`config.mk`:
```
export PLATFORM = sky130hd
export DESIGN_NAME = fpu_issue_ctl_flat
export DESIGN_NICKNAME = d
export VERILOG_FILES = /design/src/rtl/fpu_issue_ctl_if.sv /design/src/rtl/fpu_issue_ctl.sv /design/src/flat_wrapper.sv
export SDC_FILE = /design/constraint.sdc
export NUM_CORES = 1
export LEC_CHECK = 0
export BUFFER_PORTS_ARGS = -buffer_cell sky130_fd_sc_hd__buf_4
export CAP_MARGIN = 20
export CORE_UTILIZATION = 46
export DETAILED_ROUTE_END_ITERATION = 10
export PLACE_DENSITY_LB_ADDON = 0.1
export SLEW_MARGIN = 25
export SYNTH_ARGS = -nofsm -noshare
export SYNTH_HDL_FRONTEND = slang
export SYNTH_SLANG_ARGS = --single-unit
export TNS_END_PERCENT = 10
```
`constraint.sdc`:
```
create_clock -name clk -period 6.8 [get_ports clk]
set_input_delay 0.68 -clock clk [delete_from_list [all_inputs] [get_ports clk]]
set_output_delay 0.68 -clock clk [all_outputs]
set_load 0.01 [all_outputs]
```
`src/rtl/fpu_issue_ctl_if.sv`:
```
// Decode, FPU-issue and writeback signals of fpu_issue_ctl; master = decode/FPU side, slave = the controller.
// FPU_ISSUE_PERF_EN adds the two stall performance counters.
interface fpu_issue_ctl_if;
    logic [1:0]  in_valid;
    logic [12:0] in_op0;
    logic [12:0] in_op1;
    logic        in_ready;
    logic        flush;
    logic [2:0]  frm;
    logic        fpu_valid;
    logic        fpu_ready;
    logic [3:0]  fpu_op;
    logic        fpu_op_mod;
    logic [2:0]  fpu_rnd;
    logic [4:0]  fpu_rd;
    logic        wb_valid;
    logic [4:0]  wb_rd;
    logic [31:0] rd_busy;
    logic        q_empty;
    logic        rnd_err;
`ifdef FPU_ISSUE_PERF_EN
    logic [31:0] perf_stall_full;
    logic [31:0] perf_stall_outst;
`endif

    modport master (
        output in_valid, in_op0, in_op1, flush, frm, fpu_ready, wb_valid, wb_rd,
`ifdef FPU_ISSUE_PERF_EN
        input  perf_stall_full, perf_stall_outst,
`endif
        input  in_ready, fpu_valid, fpu_op, fpu_op_mod, fpu_rnd, fpu_rd, rd_busy, q_empty, rnd_err
    );

    modport slave (
        input  in_valid, in_op0, in_op1, flush, frm, fpu_ready, wb_valid, wb_rd,
`ifdef FPU_ISSUE_PERF_EN
        output perf_stall_full, perf_stall_outst,
`endif
        output in_ready, fpu_valid, fpu_op, fpu_op_mod, fpu_rnd, fpu_rd, rd_busy, q_empty, rnd_err
    );
endinterface

```
`src/rtl/fpu_issue_ctl.sv`:
```
// In-order dual-enqueue / single-issue FPU sequencer with destination scoreboard and flush.
// Optional stall counters are enabled with `define FPU_ISSUE_PERF_EN.
module fpu_issue_ctl #(
    parameter int DEPTH     = 4,
    parameter int MAX_OUTST = 4
) (
    input logic           clk,
    input logic           rst,
    fpu_issue_ctl_if.slave bus
);
    localparam int PW = $clog2(DEPTH);
    localparam logic [PW:0] ROOM_FOR_TWO = (PW + 1)'(DEPTH - 2);
    localparam logic [3:0]  OUTST_LIMIT  = 4'(MAX_OUTST);

    logic [PW:0]   wr_ptr;
    logic [PW:0]   rd_ptr;
    logic [PW:0]   count;
    logic [12:0]   mem [DEPTH];
    logic [3:0]    outst;
    logic [31:0]   busy;
    logic [31:0]   busy_next;

    logic          has_entry;
    logic          in_ready;
    logic          fpu_valid;
    logic          issue;
    logic          enq_first;
    logic          enq_second;
    logic [12:0]   first_op;
    logic [PW-1:0] wr_idx;
    logic [PW-1:0] wr_idx_next;
    logic [PW-1:0] rd_idx;
    logic [12:0]   head;
    logic [2:0]    resolved_rnd;
    logic          wb_take;

    function automatic logic [PW-1:0] slot_of(input logic [PW-1:0] base, input int offset);
        return base + PW'(offset);
    endfunction

    assign count       = wr_ptr - rd_ptr;
    assign has_entry   = (count != '0);
    assign in_ready    = (count <= ROOM_FOR_TWO) && !bus.flush;
    assign fpu_valid   = has_entry && (outst < OUTST_LIMIT) && !bus.flush;
    assign issue       = fpu_valid && bus.fpu_ready;

    // A lone i1 op is still taken in order, it simply occupies the first free slot.
    assign enq_first   = in_ready && (bus.in_valid != 2'b00);
    assign enq_second  = in_ready && (bus.in_valid == 2'b11);
    assign first_op    = bus.in_valid[0] ? bus.in_op0 : bus.in_op1;
    assign wr_idx      = wr_ptr[PW-1:0];
    assign wr_idx_next = wr_idx + PW'(1);
    assign rd_idx      = rd_ptr[PW-1:0];

    assign head         = mem[rd_idx];
    assign resolved_rnd = (head[7:5] == 3'b111) ? bus.frm : head[7:5];

    // Payload reads zero while the queue is empty so the idle bus matches reset.
    assign bus.in_ready   = in_ready;
    assign bus.fpu_valid  = fpu_valid;
    assign bus.fpu_op     = has_entry ? head[12:9] : 4'd0;
    assign bus.fpu_op_mod = has_entry ? head[8]    : 1'b0;
    assign bus.fpu_rnd    = has_entry ? resolved_rnd : 3'd0;
    assign bus.fpu_rd     = has_entry ? head[4:0]  : 5'd0;
    assign bus.rnd_err    = issue && (resolved_rnd >= 3'd5);
    assign bus.rd_busy    = busy;
    assign bus.q_empty    = !has_entry && (outst == 4'd0);

    assign wb_take = bus.wb_valid && ((outst != 4'd0) || issue);

    always_ff @(posedge clk) begin
        if (enq_first) begin
            mem[wr_idx] <= first_op;
        end
        if (enq_second) begin
            mem[wr_idx_next] <= bus.in_op1;
        end
    end

    // Flush releases the scoreboard bits of every op still waiting in the queue.
    always_comb begin
        busy_next = busy;
        if (bus.flush) begin
            for (int i = 0; i < DEPTH; i++) begin
                if ((PW + 1)'(i) < count) begin
                    busy_next[mem[slot_of(rd_idx, i)][4:0]] = 1'b0;
                end
            end
        end
        if (enq_first) begin
            busy_next[first_op[4:0]] = 1'b1;
        end
        if (enq_second) begin
            busy_next[bus.in_op1[4:0]] = 1'b1;
        end
        if (bus.wb_valid) begin
            busy_next[bus.wb_rd] = 1'b0;
        end
    end

    always_ff @(posedge clk) begin
        if (rst) begin
            wr_ptr <= '0;
            rd_ptr <= '0;
            outst  <= 4'd0;
            busy   <= 32'd0;
        end else begin
            wr_ptr <= wr_ptr + (PW + 1)'(enq_first) + (PW + 1)'(enq_second);
            if (bus.flush) begin
                rd_ptr <= wr_ptr;
            end else if (issue) begin
                rd_ptr <= rd_ptr + (PW + 1)'(1);
            end
            case ({issue, wb_take})
                2'b10:   outst <= outst + 4'd1;
                2'b01:   outst <= outst - 4'd1;
                default: outst <= outst;
            endcase
            busy <= busy_next;
        end
    end

    wb_without_outstanding: assert property (@(posedge clk) disable iff (rst)
        !(bus.wb_valid && (outst == 4'd0)));

`ifdef FPU_ISSUE_PERF_EN
    logic [31:0] stall_full_cnt;
    logic [31:0] stall_outst_cnt;

    // Counters saturate rather than wrap and deliberately ignore flush.
    always_ff @(posedge clk) begin
        if (rst) begin
            stall_full_cnt  <= 32'd0;
            stall_outst_cnt <= 32'd0;
        end else begin
            if (bus.in_valid[0] && !in_ready && (stall_full_cnt != 32'hFFFF_FFFF)) begin
                stall_full_cnt <= stall_full_cnt + 32'd1;
            end
            if (has_entry && (outst == OUTST_LIMIT) && (stall_outst_cnt != 32'hFFFF_FFFF)) begin
                stall_outst_cnt <= stall_outst_cnt + 32'd1;
            end
        end
    end

    assign bus.perf_stall_full  = stall_full_cnt;
    assign bus.perf_stall_outst = stall_outst_cnt;
`endif
endmodule

```
`src/flat_wrapper.sv`:
```
// flat-port wrapper written by rule: the top's interface ports become plain ports
module fpu_issue_ctl_flat 
#(
    parameter int DEPTH     = 4,
    parameter int MAX_OUTST = 4
)
  (clk, rst, bus_in_valid, bus_in_op0, bus_in_op1, bus_flush, bus_frm, bus_fpu_ready, bus_wb_valid, bus_wb_rd, bus_in_ready, bus_fpu_valid, bus_fpu_op, bus_fpu_op_mod, bus_fpu_rnd, bus_fpu_rd, bus_rd_busy, bus_q_empty, bus_rnd_err);
  fpu_issue_ctl_if bus_i ();
  input logic clk;
  input logic rst;
  input wire logic [$bits(bus_i.in_valid)-1:0] bus_in_valid;
  input wire logic [$bits(bus_i.in_op0)-1:0] bus_in_op0;
  input wire logic [$bits(bus_i.in_op1)-1:0] bus_in_op1;
  input wire logic [$bits(bus_i.flush)-1:0] bus_flush;
  input wire logic [$bits(bus_i.frm)-1:0] bus_frm;
  input wire logic [$bits(bus_i.fpu_ready)-1:0] bus_fpu_ready;
  input wire logic [$bits(bus_i.wb_valid)-1:0] bus_wb_valid;
  input wire logic [$bits(bus_i.wb_rd)-1:0] bus_wb_rd;
  output wire logic [$bits(bus_i.in_ready)-1:0] bus_in_ready;
  output wire logic [$bits(bus_i.fpu_valid)-1:0] bus_fpu_valid;
  output wire logic [$bits(bus_i.fpu_op)-1:0] bus_fpu_op;
  output wire logic [$bits(bus_i.fpu_op_mod)-1:0] bus_fpu_op_mod;
  output wire logic [$bits(bus_i.fpu_rnd)-1:0] bus_fpu_rnd;
  output wire logic [$bits(bus_i.fpu_rd)-1:0] bus_fpu_rd;
  output wire logic [$bits(bus_i.rd_busy)-1:0] bus_rd_busy;
  output wire logic [$bits(bus_i.q_empty)-1:0] bus_q_empty;
  output wire logic [$bits(bus_i.rnd_err)-1:0] bus_rnd_err;
  assign bus_i.in_valid = bus_in_valid;
  assign bus_i.in_op0 = bus_in_op0;
  assign bus_i.in_op1 = bus_in_op1;
  assign bus_i.flush = bus_flush;
  assign bus_i.frm = bus_frm;
  assign bus_i.fpu_ready = bus_fpu_ready;
  assign bus_i.wb_valid = bus_wb_valid;
  assign bus_i.wb_rd = bus_wb_rd;
  assign bus_in_ready = bus_i.in_ready;
  assign bus_fpu_valid = bus_i.fpu_valid;
  assign bus_fpu_op = bus_i.fpu_op;
  assign bus_fpu_op_mod = bus_i.fpu_op_mod;
  assign bus_fpu_rnd = bus_i.fpu_rnd;
  assign bus_fpu_rd = bus_i.fpu_rd;
  assign bus_rd_busy = bus_i.rd_busy;
  assign bus_q_empty = bus_i.q_empty;
  assign bus_rnd_err = bus_i.rnd_err;
  fpu_issue_ctl #(.DEPTH(DEPTH), .MAX_OUTST(MAX_OUTST)) u_core (.clk(clk), .rst(rst), .bus(bus_i));
endmodule
```
==> impl_results.md <==
* Mapped Area at approximately 7000 µm²
* Max incr delay on CP at between 600 and 700 ps
* CTS tree: built
* Lkg Pwr at 0.00314 µW
* Total global routing overflow at 0
* Layout cell share with drive strength beyond 1 at 0.272
* Max Root-Sink Buffers at 2
* Slew HR at 0.319
* Clk_lat worst skew at 360 ps
* Full die area at 15,900 µm²
* Simple-gate share of the synthesized area at 0.178
* Flop pwr share at 0.283
* 1st-iter DRT viols at 758
* Worst path arrival time at 4540 ps
* Post-CTS Resized at 0
* Worst Path Buf+Inv at 1
* First-pass GRT wire length at 38,700 µm
* Max Cap Viol at 0
* Hold Path Class: reg2reg
* Post-synth EDFFs at 52
* Total chip power at 2740 µW
* Inserted Clock Buffers at 9
* Pwr Density at roughly 340 nW/µm²
* Sw frac at 0.444
* Internal power at 1520 µW
* Worst Max-Slew Pin Slew at 1020 ps
* Async set-reset flop share out of synthesis at 0
* Synth Register Bits at 96
* WL/cell at 27.4 µm
* CP Data Required Time at 6910 ps
* Largest family of logic cells by synthesized area: compound AO/OA/AOI/OAI gates
* VDD IR max at around 0.21 mV
* H-tree depth at 3
* Largest delay share family, worst path: simple AND/OR/NAND/NOR gates
* Reg clk slew, reported paths at 70 ps
* Setup bufs post-CTS at 0
* Setup crit start kind: flip-flop
* Syn_nets at 742
* Clock Sinks at 96
* CP endpoint kind: flip-flop
* Worst-path cell chain: ha_1, fa_1, xnor3_1, nand3_1, inv_1, and3_1, nand2b_1, mux2_2
* GRT Total Usage at 0.328
* Slew Limit Fails at 0
* Synthesized area per cell at between 10 and 15 µm²
* Crit path kind: reg2reg
* Area Growth Syn to Fin at 14.4%
* Fmax at 225 MHz
* Post-DR vias/cell at slightly above 7
* Final Cycle Share at 0.652
* Die Y at 126 µm
* Post-Synthesis Cells at 692
* Crit-path max FO at 19
* Final setup TNS at 0 ps
* Largest net degree at the start of global routing at 43
* DRC at 0
* Sequential area share after synthesis at 0.345
* Drt first pass iters at 5
* Clk root buf: clkbuf_16
* Clock power frac at 0.192
* CTS Hold Bufs at 0
* Proportion of synthesized area in mux cells at 0.180
* R2R Setup Slk at 2360 ps
* Gate power share at 0.525
* CP max-delay cell: xnor3_1
* PortBufs at 89
* Post-DRT Antenna Nets at 0
* Detailed-route via count at 6,627
* Number of global-route vias before repair at 6,331
* Fin crit period at 4440 ps
* # nets final at between 800 and 900
* Ant. Diodes at 0
* Dpl hpwl at 18,500 µm
* Final-report hold violation count at 0
* Post-Synth XOR/XNOR Area at 0.0141
* Final setup viols at 0
* RSZ-0062 raised after global routing: false
* Status: complete, no violations
* GPL Wtd Cong at 0.951
* Final wirelength at 25,800 µm
* Clock skew at about 8.4 ps
* Initial antenna violation count at 0
* Post-synth cell types at 79
* Starting Density at 0.479
* IO Pins at 90
* Synth Area in Compound Gates at 0.221
* Site Rows at 44
* Ys Warns at 0
* Main synth FF type: edfxtp_1
* Adder-Cell Fraction of Synth Area at 0.0205
* Die span in x at between 100 and 150 µm
* Core Region at 14,800 µm²
* Sw power at between 1000 and 1500 µW
state kept, by name, indices dropped and copies added, names as in the netlist, named ones only:
signal	cells
u_core.wr_ptr	3
u_core.rd_ptr	3
u_core.bus.rd_busy	32
u_core.mem	52
u_core.outst	4
final timing paths:
check	cells after the start	from	endpoint
hold / removal	1	u_core.bus.rd_busy[26]	u_core.bus.rd_busy[26]
hold reg to reg	1	u_core.bus.rd_busy[26]	u_core.bus.rd_busy[26]
setup / recovery	8	u_core.rd_ptr[0]	u_core.mem[3][6]
setup reg to reg	8	u_core.rd_ptr[0]	u_core.mem[3][6]
routing by layer:
metal	GRT usage	up-vias	part of all wire
met5	0	-	0
met4	0.156	0	0.042
met3	0.0535	62	0.066
met2	0.552	365	0.49
met1	0.410	3289	0.40
li1	-	2911	-
cell usage in the layout, fill, tap and decap left out, types with 8 or more instances in the layout:
| cell | netlist | layout |
|---|---|---|
| a21oi_1 | 43 | 43 |
| and2_1 | 14 | 14 |
| buf_4 | 1 | 93 |
| clkbuf_16 | 0 | 10 |
| dfxtp_1 | 44 | 44 |
| edfxtp_1 | 52 | 52 |
| inv_1 | 20 | 20 |
| mux2_2 | 51 | 51 |
| mux4_1 | 8 | 8 |
| mux4_2 | 20 | 20 |
| nand2_1 | 28 | 28 |
| nand2b_1 | 13 | 13 |
| nand3_1 | 13 | 13 |
| nand3b_1 | 10 | 10 |
| nor2_1 | 36 | 36 |
| nor3_1 | 29 | 29 |
| o211a_1 | 26 | 26 |
| o21ai_0 | 16 | 16 |
| o22ai_1 | 44 | 44 |
| o31ai_1 | 12 | 12 |
| o32ai_1 | 21 | 21 |
| or3_1 | 10 | 10 |
power groups by stage:
| stage | registers, µW | logic [µW] | clock network (µW) |
|---|---|---|---|
| 2_1_floorplan | 738 | 962 | 0 |
| 3_3_place_gp | 779 | 1400 | 0 |
| 3_5_place_dp | 786 | 1400 | 0 |
| 4_1_cts | 774 | 1400 | 530 |
| 5_1_grt | 784 | 1520 | 555 |
| 6_report | 774 | 1440 | 527 |
cell usage after synthesis, drive strengths merged (13+ instances only):
cell | n | area (µm²)
buf | 22 | 129
o32ai | 21 | 184
nor3 | 29 | 145
nor2 | 37 | 141
o21ai | 20 | 108
inv | 21 | 78.8
mux2 | 51 | 574
and2 | 14 | 87.6
nand3 | 13 | 65.1
edfxtp | 52 | 1560
nand2 | 28 | 105
a21oi | 43 | 215
dfxtp | 44 | 881
mux4 | 28 | 661
clkbuf | 22 | 82.6
o211a | 26 | 260
nand2b | 13 | 81.3
o22ai | 44 | 275
stage by stage:
step	setup slack [ps]	utilization	cell area [µm²]	std cells	hold WS, ps
floorplan	3010	-	7070	692	471
global placement	2580	0.528	7790	925	485
detailed placement	2440	0.528	7790	925	492
CTS	2390	0.549	8090	941	502
global route	2040	0.549	8090	941	519
finish	2360	0.549	8090	941	504
layout make-up:
type	count	area (µm²)
Fill cell	1343	6660
Clock buffer	13	282
Timing Repair Buffer	93	698
Clock inverter	3	20.0
Inverter	21	78.8
Tap cell	184	230
Multi-Input combinational cell	531	4340
Sequential cell	96	2440
kinds of logic after synthesis:
family / count (synthesis)
AOI/OAI and AO/OA: 216
muxes: 83
xor gates and xnor gates: 8
and+or+nand+nor: 214
DFF: 96
buffers and inverters: 65
adders and majority gates: 10
No activity file was read; power rests on OpenSTA's default activity.
